`src/rtl/avalon_multi_timer.sv`:
```
// avalon_multi_timer
//   Multi-channel Avalon-MM timer. NUM_CHANNELS independent COUNT_WIDTH-bit
//   up-counters, each with a compare register, a run mode (free-run,
//   auto-reload, one-shot), a match flag and an interrupt enable.
//
//   Optional feature macro: TIMER_PRESCALE_EN
//     Adds a per-channel PRESCALE_W-bit prescaler. Its reload value comes from
//     CONFIG[31:16]. Without the macro, a tick occurs every cycle and
//     CONFIG[31:16] reads as 0.
//
// Ports
//   clk        system clock
//   reset_n    asynchronous active-low reset
//   address    [7:5] must be 0, [4:2] channel, [1:0] register
//   write      single-cycle write strobe
//   writedata  write data
//   read       read strobe
//   readdata   registered read data, 1-cycle latency, held between reads
//   irq        registered OR of (match_flag & irq_en) over all channels
//
// Register map per channel
//   0 CMD/STATUS  wr [2:0]: 1 start, 2 stop, 3 clear count, 4 clear flag
//                 rd [0] running, [1] match_flag, [3:2] mode, [4] irq_en
//   1 COUNT       a write loads the count only while the channel is stopped
//   2 COMPARE
//   3 CONFIG      [1:0] mode, [2] irq_en, [31:16] prescale reload
module avalon_multi_timer #(
  parameter int unsigned NUM_CHANNELS = 4,
  parameter int unsigned COUNT_WIDTH  = 32,
  parameter int unsigned PRESCALE_W   = 16
) (
  input  logic        clk,
  input  logic        reset_n,
  input  logic [7:0]  address,
  input  logic        write,
  input  logic [31:0] writedata,
  input  logic        read,
  output logic [31:0] readdata,
  output logic        irq
);

  typedef enum logic {
    ST_STOPPED = 1'b0,
    ST_RUNNING = 1'b1
  } ch_state_e;

  logic [2:0] ch_sel;
  logic [1:0] reg_sel;
  logic       addr_ok;

  assign ch_sel  = address[4:2];
  assign reg_sel = address[1:0];
  assign addr_ok = (address[7:5] == 3'b000) && (32'(ch_sel) < NUM_CHANNELS);

  logic [NUM_CHANNELS-1:0][31:0] status_word;
  logic [NUM_CHANNELS-1:0][31:0] count_word;
  logic [NUM_CHANNELS-1:0][31:0] compare_word;
  logic [NUM_CHANNELS-1:0][31:0] config_word;
  logic [NUM_CHANNELS-1:0]       irq_vec;
  logic [31:0]                   rd_next;

  for (genvar c = 0; c < NUM_CHANNELS; c++) begin : g_ch
    ch_state_e              state_q, state_d;
    logic [COUNT_WIDTH-1:0] count_q, count_d;
    logic [COUNT_WIDTH-1:0] compare_q, compare_d;
    logic                   match_q, match_d;
    logic [1:0]             mode_q, mode_d;
    logic                   irq_en_q, irq_en_d;
    logic                   sel;
    logic [2:0]             cmd;
    logic                   tick;

    assign sel = write && addr_ok && (ch_sel == 3'(c));
    assign cmd = (sel && (reg_sel == 2'd0)) ? writedata[2:0] : 3'd0;

`ifdef TIMER_PRESCALE_EN
    logic [PRESCALE_W-1:0] reload_q, reload_d;
    logic [PRESCALE_W-1:0] presc_q, presc_d;

    assign tick = (state_q == ST_RUNNING) && (presc_q == '0);
`else
    assign tick = (state_q == ST_RUNNING);
`endif

    always_comb begin
      state_d   = state_q;
      count_d   = count_q;
      compare_d = compare_q;
      match_d   = match_q;
      mode_d    = mode_q;
      irq_en_d  = irq_en_q;
`ifdef TIMER_PRESCALE_EN
      reload_d  = reload_q;
      presc_d   = presc_q;
`endif

      // Clear is applied first so that a match in the same cycle wins.
      if (cmd == 3'd4) match_d = 1'b0;

      case (state_q)
        ST_STOPPED: begin
          if (cmd == 3'd1) state_d = ST_RUNNING;
        end
        ST_RUNNING: begin
          if (cmd == 3'd2) state_d = ST_STOPPED;
          // Clear-count suppresses match evaluation; stop freezes the count
          // but still lets a coincident match set the flag.
          if ((cmd != 3'd3) && tick) begin
            if (count_q == compare_q) begin
              match_d = 1'b1;
              if (cmd != 3'd2) begin
                case (mode_q)
                  2'd1:    count_d = '0;
                  2'd2:    state_d = ST_STOPPED;
                  default: count_d = count_q + COUNT_WIDTH'(1);
                endcase
              end
            end else if (cmd != 3'd2) begin
              count_d = count_q + COUNT_WIDTH'(1);
            end
          end
        end
        default: state_d = ST_STOPPED;
      endcase

      if (cmd == 3'd3) count_d = '0;

      if (sel && (reg_sel == 2'd1) && (state_q == ST_STOPPED))
        count_d = writedata[COUNT_WIDTH-1:0];
      if (sel && (reg_sel == 2'd2))
        compare_d = writedata[COUNT_WIDTH-1:0];
      if (sel && (reg_sel == 2'd3)) begin
        mode_d   = writedata[1:0];
        irq_en_d = writedata[2];
`ifdef TIMER_PRESCALE_EN
        reload_d = PRESCALE_W'(writedata[31:16]);
`endif
      end

`ifdef TIMER_PRESCALE_EN
      if ((cmd == 3'd3) || ((state_q == ST_STOPPED) && (cmd == 3'd1)))
        presc_d = reload_q;
      else if (state_q == ST_RUNNING)
        presc_d = (presc_q == '0) ? reload_q : presc_q - PRESCALE_W'(1);
`endif
    end

    always_ff @(posedge clk or negedge reset_n) begin
      if (!reset_n) begin
        state_q   <= ST_STOPPED;
        count_q   <= '0;
        compare_q <= '0;
        match_q   <= 1'b0;
        mode_q    <= '0;
        irq_en_q  <= 1'b0;
`ifdef TIMER_PRESCALE_EN
        reload_q  <= '0;
        presc_q   <= '0;
`endif
      end else begin
        state_q   <= state_d;
        count_q   <= count_d;
        compare_q <= compare_d;
        match_q   <= match_d;
        mode_q    <= mode_d;
        irq_en_q  <= irq_en_d;
`ifdef TIMER_PRESCALE_EN
        reload_q  <= reload_d;
        presc_q   <= presc_d;
`endif
      end
    end

    assign status_word[c]  = {27'd0, irq_en_q, mode_q, match_q, (state_q == ST_RUNNING)};
    assign count_word[c]   = 32'(count_q);
    assign compare_word[c] = 32'(compare_q);
`ifdef TIMER_PRESCALE_EN
    assign config_word[c]  = {16'(reload_q), 13'd0, irq_en_q, mode_q};
`else
    assign config_word[c]  = {29'd0, irq_en_q, mode_q};
`endif
    assign irq_vec[c] = match_q & irq_en_q;
  end

  always_comb begin
    rd_next = '0;
    for (int unsigned c = 0; c < NUM_CHANNELS; c++) begin
      if (addr_ok && (ch_sel == 3'(c))) begin
        case (reg_sel)
          2'd0:    rd_next = status_word[c];
          2'd1:    rd_next = count_word[c];
          2'd2:    rd_next = compare_word[c];
          default: rd_next = config_word[c];
        endcase
      end
    end
  end

  always_ff @(posedge clk or negedge reset_n) begin
    if (!reset_n) begin
      readdata <= '0;
      irq      <= 1'b0;
    end else begin
      if (read) readdata <= rd_next;
      irq <= |irq_vec;
    end
  end

endmodule

```
`config.mk`:
```
export PLATFORM = sky130hd
export DESIGN_NAME = avalon_multi_timer
export DESIGN_NICKNAME = d
export VERILOG_FILES = /design/src/rtl/avalon_multi_timer.sv
export SDC_FILE = /design/constraint.sdc
export NUM_CORES = 1
export LEC_CHECK = 0
export ABC_AREA = 1
export CAP_MARGIN = 10
export CORE_MARGIN = 2
export CORE_UTILIZATION = 40
export CTS_BUF_LIST = sky130_fd_sc_hd__clkbuf_2
export DETAILED_ROUTE_END_ITERATION = 10
export PLACE_DENSITY = 0.59
export SLEW_MARGIN = 30
export SYNTH_ARGS = -nofsm -noshare
export SYNTH_HDL_FRONTEND = slang
export SYNTH_SLANG_ARGS = --single-unit
```
`constraint.sdc`:
```
create_clock -name clk -period 4.8 [get_ports clk]
set_input_delay 1.44 -clock clk [delete_from_list [all_inputs] [get_ports clk]]
set_output_delay 1.44 -clock clk [all_outputs]
set_load 0.1 [all_outputs]
```
==> results of run 1 <==
## kinds of logic after synthesis
group / after synthesis / share of synthesized area
AO/OA/AOI/OAI: 412 / 0.109
XOR/XNOR: 156 / 0.0647
adder cells (fa/ha/maj): 4 / 0.00237
buffers and inverters: 453 / 0.0863
flip-flops: 309 / 0.366
AND/OR/NAND/NOR: 1922 / 0.372
## final cells by class
class | instances | area [sq um] | share of cell area
diodes | 8 | 20.0 | 0.000848
clock buffers | 136 | 681 | 0.0288
clock inverters | 21 | 136 | 0.00577
inverters | 292 | 1100 | 0.0464
multi-input cells | 2494 | 11600 | 0.492
flip-flops and latches | 309 | 7730 | 0.327
well taps | 688 | 861 | 0.0364
repair buffers | 155 | 1480 | 0.0626
## metal layers
metal	global-route usage	share of wire
met4	0.218	0.065
met2	0.527	0.41
met5	0	0
met3	0.102	0.11
met1	0.496	0.41
## cell usage in the layout, fill, tap and decap left out, types with 12 or more instances in the layout
cell             Yosys  final
xnor2_1             56     56
a21oi_1             35     35
nor3_1              31     31
o21ai_0            274    274
clkbuf_2             3    136
inv_1              281    280
buf_4                7     69
clkinv_1             2     20
a41oi_1             24     24
nand4_1             58     58
nor2_1             259    255
nand3_1            202    202
nand2_1           1328   1322
xor2_1             100    100
nor2_2               8     12
clkdlybuf4s50_1      0     74
dfrtp_1            309    309
o22ai_1             49     49
## per-stage QoR
step	hold WS [ns]	power, mW
after global routing	0.309	5.94
after detailed placement	0.475	3.58
after floorplan	0.473	3.15
after CTS	0.320	5.72
after global placement	0.468	3.58
final	0.314	5.72
## cells in the mapped netlist (3+ instances only)
| library cell | instances |
|---|---|
| nor2_2 | 8 |
| xor2_1 | 100 |
| o31ai_1 | 3 |
| inv_1 | 281 |
| nor2_1 | 259 |
| ha_1 | 4 |
| buf_4 | 7 |
| nand3b_1 | 9 |
| a21oi_1 | 35 |
| a22o_1 | 8 |
| nand3_2 | 4 |
| nor2_4 | 6 |
| nor3_1 | 31 |
| o21ai_0 | 274 |
| o21ai_1 | 5 |
| dfrtp_1 | 309 |
| buf_6 | 5 |
| xnor2_1 | 56 |
| o221ai_1 | 8 |
| nand2_2 | 6 |
| buf_1 | 7 |
| clkbuf_1 | 95 |
| nand3_1 | 202 |
| nand2_1 | 1328 |
| a41oi_1 | 24 |
| inv_2 | 9 |
| o22ai_1 | 49 |
| buf_2 | 44 |
| clkbuf_2 | 3 |
| nand4_1 | 58 |
## registers in the layout, indices dropped and copies added, names as in the netlist
name and cells:
g_ch.count_q 128, irq 1, g_ch.state_q 4, g_ch.compare_q 128, g_ch.match_q 4, g_ch.irq_en_q 4, g_ch.mode_q 8, readdata 32
## worst reg2reg max path, stage by stage, from the launching register on
cell     delay [ns]
dfrtp_1        0.55
inv_1          0.19
nand2_1        0.09
nand4_1        0.13
nor2_1         0.11
nand2_1        0.06
nor2_1         0.24
nand3_2        0.43
nand2_1        0.51
o21ai_0        0.14
nand2_1        0.07
nand2_1        0.05
## worst max-delay path by stage
stage,to,startpoint,slack [ns],cells after the start
floorplan,g_ch[3].count_q[22],address[6],1.95,11
global placement,g_ch[1].count_q[28],address[1],0.68,11
detailed placement,g_ch[1].count_q[3],address[1],0.64,11
CTS,readdata[5],readdata[5],0.47,1
global route,readdata[5],readdata[5],0.43,1
finish,readdata[5],readdata[5],0.48,1
## power by group
group          total (mW)  leakage (nW)  switching (mW)  internal, mW
logic               0.813          6.22           0.610         0.203
clock network        2.16         0.628            1.31         0.854
registers            2.74          4.26          0.0793          2.66
total                5.72          11.1            2.00          3.72
==> impl_metrics.tcl, run 1 <==
set metrics [dict create \
    period_share 0.899 \
    portBuffers 76 \
    row_count 84 \
    design_area_sq_um 23600 \
    cap_violations 0 \
    holdBufCountCts 0 \
    fin_cells 4103 \
    place_area_sq_um 22800 \
    dp_hpwl_mm 74.2 \
    synth.distinct_cells 45 \
    synth-seq-cells 309 \
    r2r-start "g_ch[0].count_q[24]" \
    required_ns 3.36 \
    synth_top_area_cell "dfrtp_1" \
    routed_wl_mm 100 \
    crit_arrival_ns 2.88 \
    initial_core_util 0.403 \
    r2r_slack_ns 2.06 \
    htree_num_levels 3 \
    grt_setup_unrepaired "no" \
    worst-path-max-fanout 2 \
    timing.final.ws_setup_ns 0.483 \
    clock-root-buffer "clkbuf_2" \
    ctsResizeCount 0 \
    clock_sinks 309 \
    fin_nets 3392 \
    vias_per_cell 5.65 \
    design.core.area_sq_um 52400 \
    place_ws_ns 0.644 \
    power_leakage_nw 11.1 \
    synth_edf_count 0 \
    crit_type "flip-flop to output pin" \
    crit_slowest_cell "clkdlybuf4s50_1" \
    grt_first_pass_wirelength_mm 146 \
    track_usage 0.369 \
    min_period_ns 4.32 \
    dr.pass1.iters 6 \
    dp.cells 3938 \
    grt_max_degree 92 \
    overflow 0 \
    synthTopCellsByArea "dfrtp_1 (37%), nand2_1 (24%), o21ai_0 (6.5%)" \
    maxSlewViolCount 0 \
    utilization 0.450 \
    setup_tns_ns 0 \
    fp.dieH_um 234 \
    insertion_delay_ns 1.17 \
    pin_count 77 \
    crit_chain "clkdlybuf4s50_1" \
    die_w_um 234 \
    drive_gt1_frac 0.0790 \
    post-cts-setup-buffers 0 \
    max_slew.worst_pin.slew_ns 1.02 \
    cp.buffers_inverters 1 \
    grt_pass1_vias 21400 \
    syn_to_final_growth_pct 11.8 \
    clock_path_buffers 3 \
    hold_path_class "primary input to async pin" \
    setup_viol 0 \
    power_density_nw_per_um2 242 \
    die-area_sq_um 54700 \
    yosysWarnings 0 \
    critPathMaxStageDelay_ns 1.22 \
    vdd_ir_drop_max_v 0.000122 \
    cts_buffers 92 \
    avgSynthCellArea_sq_um 6.49 \
    worstSetupStartpointType "flip-flop" \
    synth_cells 3256 \
    cts_tree "done" \
    drt_iter0_drc 2846 \
    gp_congestion 1.07 \
    end_kind "output pin" \
    nFillCells 5579 \
    max_freq_ghz 0.232 \
    antenna_found_initial 11 \
    slew_headroom 0.313 \
    synthFlopType "dfrtp_1" \
    ys_seq_area_frac 0.366 \
    routedWlPerCell_um 24.4 \
    clk_pin_slew_ns 0.13 \
    reg2reg_depth 11 \
    synth_nets 3304 \
    via_count 23200 \
    syn_area_sq_um 21100 \
    synthArstFlopShare 1.00 \
    final-hold-violation-count 0 \
    clock_skew_ns 0.0930 \
    route.detailed.drc 0 \
    regToRegEndpoint "g_ch[0].count_q[29]" \
    critPathTopFamily "buffers and inverters" \
    status "finished, final reports clean" \
    synth.top_cell.area_share 0.366 \
    final_antenna_net_count 0 \
]
Power figures use the tool's default switching activity.
==> run 2, diff against run 1 <==
--- a/config.mk
+++ b/config.mk
@@ -7,7 +7,6 @@
 export LEC_CHECK = 0
 export ABC_AREA = 1
 export CAP_MARGIN = 10
-export CORE_MARGIN = 2
 export CORE_UTILIZATION = 40
 export CTS_BUF_LIST = sky130_fd_sc_hd__clkbuf_2
 export DETAILED_ROUTE_END_ITERATION = 10
==> run 2 against run 1 <==
Maximum frequency rose by 2.2%. Worst hold slack gained 0.014 ns. Via count shrank 0.91%. Clock skew shrank 0.028 ns. Critical path depth stayed put. Clock power fell by 5%. Critical path type unchanged.
==> impl_metrics.tcl, run 2 (synthesis results as in run 1) <==
set metrics [dict create \
    max_slew.worst_pin.slew_ns 1.00 \
    slew_headroom 0.328 \
    track_usage 0.363 \
    maxSlewViolCount 0 \
    route.detailed.drc 0 \
    insertion_delay_ns 1.14 \
    dp_hpwl_mm 71.8 \
    period_share 0.880 \
    clock_sinks 309 \
    setup_viol 0 \
    dp.cells 3905 \
    grt_max_degree 92 \
    grt_pass1_vias 21400 \
    clk_pin_slew_ns 0.11 \
    holdBufCountCts 0 \
    dr.pass1.iters 7 \
    grt_first_pass_wirelength_mm 143 \
    place_area_sq_um 22500 \
    clock-root-buffer "clkbuf_2" \
    gp_congestion 0.978 \
    power_leakage_nw 10.9 \
    fin_nets 3368 \
    power_density_nw_per_um2 240 \
    required_ns 3.36 \
    pin_count 77 \
    worstSetupStartpointType "flip-flop" \
    die_w_um 232 \
    drive_gt1_frac 0.0692 \
    design_area_sq_um 23300 \
    clock_skew_ns 0.0650 \
    vdd_ir_drop_max_v 0.000145 \
    fin_cells 4063 \
    critPathTopFamily "buffers and inverters" \
    row_count 83 \
    final_antenna_net_count 0 \
    ctsResizeCount 0 \
    cts_buffers 93 \
    syn_to_final_growth_pct 10.2 \
    fp.dieH_um 232 \
    overflow 0 \
    crit_type "flip-flop to output pin" \
    max_freq_ghz 0.237 \
    routedWlPerCell_um 24.0 \
    initial_core_util 0.409 \
    worst-path-max-fanout 2 \
    setup_tns_ns 0 \
    hold_path_class "primary input to async pin" \
    post-cts-setup-buffers 0 \
    crit_slowest_cell "clkdlybuf4s50_1" \
    die-area_sq_um 53800 \
    vias_per_cell 5.65 \
    final-hold-violation-count 0 \
    multi_input_area_sq_um 11600 \
    layout.cells.most_common "nand2_1" \
    drt_iter0_drc 2617 \
    crit_chain "clkdlybuf4s50_1" \
    crit_arrival_ns 2.79 \
    grt_setup_unrepaired "no" \
    seq_area_sq_um 7730 \
    cap_violations 0 \
    critPathMaxStageDelay_ns 1.19 \
    portBuffers 76 \
    routed_wl_mm 97.7 \
    design.core.area_sq_um 51700 \
    via_count 23000 \
    min_period_ns 4.23 \
    end_kind "output pin" \
    cp.buffers_inverters 1 \
    most-common-layout-cells "nand2_1 (1,322), dfrtp_1 (309), inv_1 (281), o21ai_0 (274), nor2_1 (255)" \
    nFillCells 5612 \
    clock_path_buffers 3 \
    htree_num_levels 3 \
    antenna_found_initial 12 \
    status "finished, final reports clean" \
    cts_tree "done" \
    top_regs "g_ch.compare_q x128, g_ch.count_q x128, readdata x32" \
]
-- run 2: cell types whose count changed in the layout (fill, tap and decap cells not counted), moves of 2 or more --
cell      change
inv_2         +2
diode_2       -5
clkbuf_2      -9
buf_12        -6
buf_4        -19
clkinv_1      +6
-- run 2: final timing paths --
path	slack, ns	depth (start not counted)	to	startpoint
setup / recovery	0.57	1	readdata[5]	readdata[5]
hold / removal	0.33	1	g_ch[3].count_q[1]	reset_n
setup reg to reg	1.64	10	g_ch[2].count_q[7]	g_ch[2].count_q[2]
hold reg to reg	0.51	2	readdata[3]	readdata[3]
max in group asynchronous	3.45	2	g_ch[2].compare_q[29]	reset_n
min in group clk	0.51	2	readdata[3]	readdata[3]
-- run 2: routing by layer --
metal / track usage / share of wire
met3: 0.0889 / 0.10
met4: 0.199 / 0.061
met1: 0.479 / 0.41
met5: 0 / 0
met2: 0.544 / 0.43
-- run 2: final cells by class --
class,instances,area share
multi-input cells,2494,0.499
flip-flops and latches,309,0.332
repair buffers,130,0.0525
inverters,292,0.0471
well taps,680,0.0365
clock buffers,127,0.0273
clock inverters,28,0.00564
diodes,3,0.000322
-- run 2: per-stage QoR --
step           utilization  worst slack (ns)  power [mW]  hold WS [ns]
2_1_floorplan            -              1.95        3.15         0.473
4_1_cts              0.450             0.507        5.60         0.325
5_1_grt              0.450             0.470        5.79         0.328
6_report             0.450             0.574        5.58         0.328
3_5_place_dp         0.435             0.589        3.56         0.476
3_3_place_gp         0.435             0.665        3.55         0.462
-- run 2: power breakdown --
group,switching [mW],leakage (nW),internal [mW]
sequential,0.0729,4.26,2.66
clock,1.30,0.592,0.760
combinational,0.595,6.06,0.190
total,1.97,10.9,3.61
